## src/rtl/vend_ctrl.sv

```systemverilog
// vend_ctrl: session controller for the coin-operated vending datapath.
// Arbitrates two coin slots into one credit accumulator (round-robin), runs the
// dispense handshake and pays back change or a timed-out refund in half-unit pulses.
// All amounts are in half-units (0.5 yuan).
//
// Ports:
//   sys_clk, sys_rst_n   clock (rising edge), asynchronous active-low reset
//   pay[1:0]             per-slot 1-yuan coin pulse
//   pay_half[1:0]        per-slot 0.5-yuan coin pulse
//   disp_ack             dispenser done pulse (meaningful while disp_req=1)
//   grant[1:0]           one-hot: slot whose pending coin is credited this cycle
//   coin_rej[1:0]        per-slot reject pulse (cycle after the offending coin)
//   disp_req             dispense request level, held until disp_ack
//   coke                 product delivered pulse
//   ret                  hopper returns one half-unit coin
//   credit               accumulated credit
//   stock, sold_out      remaining products, stock == 0
module vend_ctrl #(
  parameter int unsigned PRICE_HALVES = 5,
  parameter int unsigned STOCK_INIT   = 8,
  parameter int unsigned TIMEOUT      = 200,
  parameter int unsigned CREDIT_W     = 4
) (
  input  logic                sys_clk,
  input  logic                sys_rst_n,
  input  logic [1:0]          pay,
  input  logic [1:0]          pay_half,
  input  logic                disp_ack,
  output logic [1:0]          grant,
  output logic [1:0]          coin_rej,
  output logic                disp_req,
  output logic                coke,
  output logic                ret,
  output logic [CREDIT_W-1:0] credit,
  output logic [7:0]          stock,
  output logic                sold_out
);

  localparam int unsigned TimerW = $clog2(TIMEOUT);

  typedef enum logic [1:0] {StIdle, StDisp, StChg, StRefund} state_e;

  state_e              state_q, state_d;
  logic [1:0][1:0]     pend_q, pend_d;   // 0 empty, 1 half-unit, 2 one yuan
  logic                prio_q, prio_d;   // 0: slot 0 preferred, 1: slot 1 preferred
  logic [CREDIT_W-1:0] credit_q, credit_d;
  logic [7:0]          stock_q, stock_d;
  logic [TimerW-1:0]   cnt_q, cnt_d;
  logic [1:0]          rej_q, rej_d;
  logic                coke_q, coke_d;
  logic                ret_q, ret_d;
  logic [1:0]          avail;
  logic [1:0]          gval;
  logic [CREDIT_W-1:0] sum;

  assign sold_out = (stock_q == 8'd0);

  // Round-robin grant; nothing is granted outside IDLE or once sold out.
  always_comb begin
    avail = {pend_q[1] != 2'd0, pend_q[0] != 2'd0};
    grant = 2'b00;
    if (state_q == StIdle && !sold_out) begin
      if (avail[0] && (!prio_q || !avail[1])) grant = 2'b01;
      else if (avail[1])                       grant = 2'b10;
    end
  end

  // Pending registers: a slot being granted this cycle counts as free.
  always_comb begin
    pend_d = pend_q;
    rej_d  = 2'b00;
    for (int i = 0; i < 2; i++) begin
      if (pay[i] || pay_half[i]) begin
        if (sold_out || (pend_q[i] != 2'd0 && !grant[i])) begin
          rej_d[i] = 1'b1;
        end else begin
          pend_d[i] = pay[i] ? 2'd2 : 2'd1;
          rej_d[i]  = pay[i] & pay_half[i];
        end
      end else if (grant[i]) begin
        pend_d[i] = 2'd0;
      end
    end
  end

  assign gval = grant[1] ? pend_q[1] : pend_q[0];
  assign sum  = credit_q + CREDIT_W'(gval);

  always_comb begin
    state_d  = state_q;
    credit_d = credit_q;
    stock_d  = stock_q;
    cnt_d    = cnt_q;
    prio_d   = prio_q;
    coke_d   = 1'b0;
    ret_d    = 1'b0;
    case (state_q)
      StIdle: begin
        if (|grant) begin
          credit_d = sum;
          prio_d   = grant[0];
          cnt_d    = '0;
          if (sum >= CREDIT_W'(PRICE_HALVES)) state_d = StDisp;
        end else if (credit_q == '0) begin
          cnt_d = '0;
        end else if (cnt_q == TimerW'(TIMEOUT - 1)) begin
          cnt_d   = '0;
          state_d = StRefund;
        end else begin
          cnt_d = cnt_q + TimerW'(1);
        end
      end
      StDisp: begin
        if (disp_ack) begin
          coke_d   = 1'b1;
          stock_d  = stock_q - 8'd1;
          credit_d = credit_q - CREDIT_W'(PRICE_HALVES);
          state_d  = (credit_q != CREDIT_W'(PRICE_HALVES)) ? StChg : StIdle;
        end
      end
      StChg, StRefund: begin
        ret_d    = 1'b1;
        credit_d = credit_q - CREDIT_W'(1);
        if (credit_q == CREDIT_W'(1)) state_d = StIdle;
      end
      default: state_d = StIdle;
    endcase
  end

  always_ff @(posedge sys_clk or negedge sys_rst_n) begin
    if (!sys_rst_n) begin
      state_q  <= StIdle;
      pend_q   <= '0;
      prio_q   <= 1'b0;
      credit_q <= '0;
      stock_q  <= 8'(STOCK_INIT);
      cnt_q    <= '0;
      rej_q    <= 2'b00;
      coke_q   <= 1'b0;
      ret_q    <= 1'b0;
    end else begin
      state_q  <= state_d;
      pend_q   <= pend_d;
      prio_q   <= prio_d;
      credit_q <= credit_d;
      stock_q  <= stock_d;
      cnt_q    <= cnt_d;
      rej_q    <= rej_d;
      coke_q   <= coke_d;
      ret_q    <= ret_d;
    end
  end

  assign coin_rej = rej_q;
  assign disp_req = (state_q == StDisp);
  assign coke     = coke_q;
  assign ret      = ret_q;
  assign credit   = credit_q;
  assign stock    = stock_q;

endmodule

```

## config.mk

```make
export PLATFORM = sky130hd
export DESIGN_NAME = vend_ctrl
export DESIGN_NICKNAME = d
export VERILOG_FILES = /design/src/rtl/vend_ctrl.sv
export SDC_FILE = /design/constraint.sdc
export NUM_CORES = 1
export LEC_CHECK = 0
export ABC_AREA = 1
export CAP_MARGIN = 0
export CORE_ASPECT_RATIO = 0.8
export CORE_MARGIN = 1.5
export CORE_UTILIZATION = 55
export DETAILED_ROUTE_END_ITERATION = 8
export PLACE_DENSITY = 0.81
export RECOVER_POWER = 100
export SYNTH_ARGS = -nofsm -noshare
export SYNTH_HDL_FRONTEND = slang
export SYNTH_SLANG_ARGS = --single-unit
export TNS_END_PERCENT = 1
```

## constraint.sdc

```tcl
create_clock -name sys_clk -period 5.85 [get_ports sys_clk]
set_clock_uncertainty 0.1 [all_clocks]
set_input_delay 0.585 -clock sys_clk [delete_from_list [all_inputs] [get_ports sys_clk]]
set_output_delay 0.585 -clock sys_clk [all_outputs]
set_load 0.01 [all_outputs]
```

==> results.txt, run 1 <==
Maximum VDD drop: 0.368 mV
FF+latch area: 777 µm²
Crit path largest cell delay: 680 ps
Worst slew margin: -7.93%
Post-synthesis xor/xnor area fraction: 6.29%
Crit-path cells: nor2_1, inv_1, nor2_1, nand2_1, inv_1, dlygate4sd3_1
Yosys top cell area share: 41.5%
Total negative slack: 0 ps
Kind of critical path: register to output pin
DRT iter0 DRCs: 134
Compound-Gate Fraction of Synth Area: 10.1%
H-tree depth: 2
Initial antenna violation count: 0
Die Y: 54.3 µm
Critical Path Source Type: register
WP depth: 6
Hold Fails Final Rpt: 0
Post-synthesis cell count: 223
Syn-to-layout area delta: 20.8%
First-pass GRT wire length: 6.28 mm
Synth area leaders: dfrtp_1 (41%), nand2_1 (11%), o21ai_0 (7.5%)
Clock Tree Root: clkbuf_8
Max-slew violation count: 32
PortBufs: 26
CTS Buf Count: 5
Die width: 67.1 µm
Yosys warning total: 0
Routed vias: 1,520
Largest family of logic cells by synthesized area: simple AND/OR/NAND/NOR gates
CTS Buffer Depth: 2
Yosys cell types: 30
Setup crit end kind: output pin
Placed Cells: 287
Vias/cell: 5.15
Max-cap violation count: 1
Layout cells sized above 1: 5.49%
DR DRC count: 0
DPL Wire Length: 2.69 mm
P per Cell Area: 574 mW/mm²
Total Routing Usage GR: 23.8%
Most frequent cells in the layout: nand2_1 (53), dfrtp_1 (30), o21ai_0 (28)
Post-CTS Setup Bufs: 0
Mapped Nets: 237
Mapped Avg Cell Area: 8.11 µm²
Worst setup margin: 2370 ps
CP required: 5160 ps
Post_cts resized: 0
Core area: 0.00311 mm²
FF-to-FF path depth: 14
Slowest stage cell, crit path: nor2_1
Status: complete, but fails checks
Data arrival time of the critical path: 2800 ps
Register area share after synthesis: 42.9%
Worst Hold Class: register to register
Largest net degree at the start of global routing: 32
Failing checks: max-capacitance violations, max-slew violations
Die area: 0.00364 mm²
Clock sink count: 31
Least-Margin Pin Slew: 1620 ps
Final WL: 3.64 mm
Cell Count, Final, Fillers Out: 295
Fmax: 0.287 GHz
Grt ovf: 0
Post-synthesis mux area share: 0%
Final Power: 1.25 mW
Final setup violation count: 0
Starting Density: 58.2%
Post-Synth Simple-Gate Area: 28.4%
Multi-input logic area: 865 µm²
Vias in the first global route: 1,362
Syn Std Cell Area: 0.00181 mm²
CTS Hold Buffers Added: 0
Top cell type by total area after synthesis: dfrtp_1
Adder-Cell Fraction of Synth Area: 5.26%
CTS tree: done
Layout net count: 268
Wire per inst: 12.3 µm
# diodes: 0
Core Rows: 18
Hold Path Stages: 1
Synth Register Bits: 31
Worst Setup Slack post-DPL: 3010 ps
Hold_ws: 397 ps
Clk_lat worst skew: 290 ps
RSZ-0062 raised after global routing: false
# IOs: 27
Fillcell total: 256
Worst path buffer plus inverter count: 3
Tmin final: 3480 ps
Most common cell after layout, fill and taps aside: nand2_1
Tcrit/Tclk final: 59.5%
Pre-Repair DR Iteration Count: 4
Gpl congestion: 0.931
Antenna-violating nets left: 0
Static leakage: 1.10 nW
Worst-path clk slew: 60 ps
Crit Path Max Fanout: 14
CP top delay family: simple AND/OR/NAND/NOR gates
## routing by layer
layer / global-route usage, % / share of wire, % / vias up
met5: 0 / 0 / -
met1: 34.3 / 51 / 709
li1: - / - / 782
met2: 34.2 / 43 / 22
met4: 8.16 / 1.7 / 0
met3: 7.20 / 4.5 / 7
## power by group
| group | internal (mW) | switching (mW) | leakage (nW) |
|---|---|---|---|
| sequential | 0.305 | 0.0862 | 0.390 |
| combinational | 0.263 | 0.380 | 0.649 |
| clock | 0.138 | 0.0831 | 0.0612 |
| total | 0.706 | 0.549 | 1.10 |
## cells in the mapped netlist (all sizes together)
cell	number
clkbuf	1
o21a	1
dfrtp	30
nor3	3
buf	2
and2	1
nand2	54
xor2	9
dfstp	1
o21ai	28
o22ai	2
nand4	4
nor2	20
ha	6
nor4	3
xnor2	4
fa	1
a21oi	2
inv	30
nor3b	1
nand3	19
o221ai	1
## worst paths after layout
kind	from	endpoint	slack (ps)
max	state_q[1]$_DFFE_PN0P_	grant[1]	2370
min	stock[7]$_DFFE_PN0P_	stock[7]$_DFFE_PN0P_	400
max reg2reg	state_q[1]$_DFFE_PN0P_	state_q[1]$_DFFE_PN0P_	2380
min reg2reg	stock[7]$_DFFE_PN0P_	stock[7]$_DFFE_PN0P_	400
max in group asynchronous	sys_rst_n	credit[3]$_DFFE_PN0P_	3570
min in group asynchronous	sys_rst_n	stock[5]$_DFFE_PN0P_	1140
## per-stage QoR
step	util, %	cell area, µm²
after floorplan	-	1810
after global placement	68.0	2110
after detailed placement	68.0	2110
after CTS	71.8	2230
after global routing	70.3	2190
final	70.3	2190
## final cells by class
class	instances	area share (%)
timing repair buffer	27	12.1
clock buffer	6	3.78
tap	40	2.29
multi-input combinational	159	39.6
sequential	31	35.5
clock inverter	2	1.60
inverter	30	5.15
## state kept, by name (all words and copies together), names as in the netlist
name      count
coke          1
credit        4
prio_q        1
state_q       2
cnt_q         8
coin_rej      2
pend_q        4
ret           1
stock         8
## logic make-up (layout without fill, tap and decap cells)
family,count (synthesis),in the layout
and+or+nand+nor,105,105
xor gates and xnor gates,13,13
DFF,31,31
adders and majority gates,7,7
buffers and inverters,33,65
AOI/OAI and AO/OA,34,34
(Power assumes the default switching activity.)
==> run 2, diff against run 1 <==
- CORE_UTILIZATION: 55 -> 54
- PLACE_DENSITY: 0.81 -> 0.8
- clock period: 5.85 -> 3.3 ns (I/O delays scaled with it)
==> run 2 against run 1 <==
Effect of this change: the run still ends with max-capacitance violations, max-slew violations left; critical path depth is 11 higher; worst setup slack worse by 1800 ps; core utilization is 0.63 points lower; power is 76% higher; highest routed layer unchanged.
==> results.txt, run 2 (same netlist as run 1, synthesis figures left out) <==
Status: complete, but fails checks
Failing checks: max-capacitance violations, max-slew violations
Crit-path cells: inv_1, ha_1, nand2_1, nor2_1, nor2_1, nand2_1, nand2_1, o21ai_0, ha_1, fa_1, xnor2_1, nor2_1, nor2_1, nand2_1, nand3_1, nand2_1, nand2_1
Final setup violation count: 0
First-pass GRT wire length: 6.20 mm
RSZ-0062 raised after global routing: false
CTS Hold Buffers Added: 0
Core area: 0.00313 mm²
Wire per inst: 12.8 µm
Pre-Repair DR Iteration Count: 4
Clk_lat worst skew: 290 ps
CTS Buffer Depth: 2
Critical Path Source Type: register
Layout cells sized above 1: 5.47%
Clock Tree Root: clkbuf_8
Clock sink count: 31
Static leakage: 1.10 nW
DRT iter0 DRCs: 58
Setup crit end kind: register
Tmin final: 2740 ps
Most frequent cells in the layout: nand2_1 (53), dfrtp_1 (30), o21ai_0 (28)
CTS Buf Count: 5
Worst Setup Slack post-DPL: 539 ps
Post-CTS Setup Bufs: 0
Most common cell after layout, fill and taps aside: nand2_1
CP required: 3430 ps
Layout Utilization: 69.7%
Crit path largest cell delay: 410 ps
P per Cell Area: 1010 mW/mm²
PortBufs: 26
# diodes: 0
Maximum VDD drop: 0.646 mV
Die area: 0.00371 mm²
Worst path buffer plus inverter count: 1
Routed vias: 1,520
Vias/cell: 5.14
Initial antenna violation count: 0
# IOs: 27
Vias in the first global route: 1,433
CP top delay family: simple AND/OR/NAND/NOR gates
Antenna-violating nets left: 0
Post_cts resized: 0
Hold_ws: 396 ps
Largest net degree at the start of global routing: 32
Core Rows: 18
Final WL: 3.79 mm
Worst slew margin: -8.56%
CTS tree: done
Crit path from: stock[0]$_DFFE_PN0P_
Die width: 67.7 µm
Slowest stage cell, crit path: dfrtp_1
Total negative slack: 0 ps
Data arrival time of the critical path: 2870 ps
Total Routing Usage GR: 23.6%
DR DRC count: 0
Grt ovf: 0
Die Y: 54.8 µm
DPL Wire Length: 2.81 mm
Worst R2R Start: stock[0]$_DFFE_PN0P_
Worst Min Path Start: stock[7]$_DFFE_PN0P_
Hold Fails Final Rpt: 0
Worst Hold Class: register to register
Max-cap violation count: 1
Fmax: 0.365 GHz
Least-Margin Pin Slew: 1630 ps
Fillcell total: 265
Syn-to-layout area delta: 20.6%
H-tree depth: 2
Worst setup margin: 559 ps
Starting Density: 57.8%
Kind of critical path: register to register
Final Power: 2.21 mW
Layout net count: 269
Max-slew violation count: 32
Most common cell on crit path: nand2_1
Worst-path clk slew: 60 ps
Gpl congestion: 0.843
Tcrit/Tclk final: 83.1%
Crit Path Max Fanout: 8
[run 2: area by class of cell]
| type | instances | area [µm²] | share of cell area, % |
|---|---|---|---|
| multi-input cells | 159 | 865 | 39.6 |
| flip-flops and latches | 31 | 777 | 35.6 |
| repair buffers | 28 | 272 | 12.4 |
| inverters | 30 | 113 | 5.16 |
| clock buffers | 7 | 76.3 | 3.50 |
| well taps | 40 | 50.0 | 2.29 |
| clock inverters | 1 | 30.0 | 1.38 |
[run 2: power breakdown]
group	internal [mW]	total, mW	switching [mW]
Combinational	0.478	1.14	0.666
Sequential	0.540	0.697	0.157
Clock	0.226	0.371	0.145
Total	1.24	2.21	0.968
[run 2: metrics by stage]
step,cells,cell area [µm²]
after global placement,288,2120
after CTS,296,2230
after global routing,296,2180
final,296,2180
after detailed placement,288,2120
after floorplan,223,1810
[run 2: worst paths after layout]
| path | depth (start not counted) | to | slack, ps |
|---|---|---|---|
| setup / recovery | 17 | state_q[0]$_DFFE_PN0P_ | 560 |
| hold / removal | 1 | stock[7]$_DFFE_PN0P_ | 400 |
| setup reg to reg | 17 | state_q[0]$_DFFE_PN0P_ | 560 |
| hold reg to reg | 1 | stock[7]$_DFFE_PN0P_ | 400 |
| max in group asynchronous | 2 | credit[1]$_DFFE_PN0P_ | 1260 |
| min in group asynchronous | 2 | cnt_q[5]$_DFFE_PN0N_ | 880 |
[run 2: routing by layer]
| metal | GRT usage, % | vias to the layer above | share of wire (%) | wire length (µm) |
|---|---|---|---|---|
| met3 | 6.79 | 7 | 4.6 | 175 |
| met2 | 37.1 | 29 | 46 | 1730 |
| met4 | 12.2 | 0 | 1.5 | 58 |
| met1 | 29.8 | 698 | 48 | 1830 |
| met5 | 0 | - | 0 | 0 |
| li1 | - | 786 | - | - |
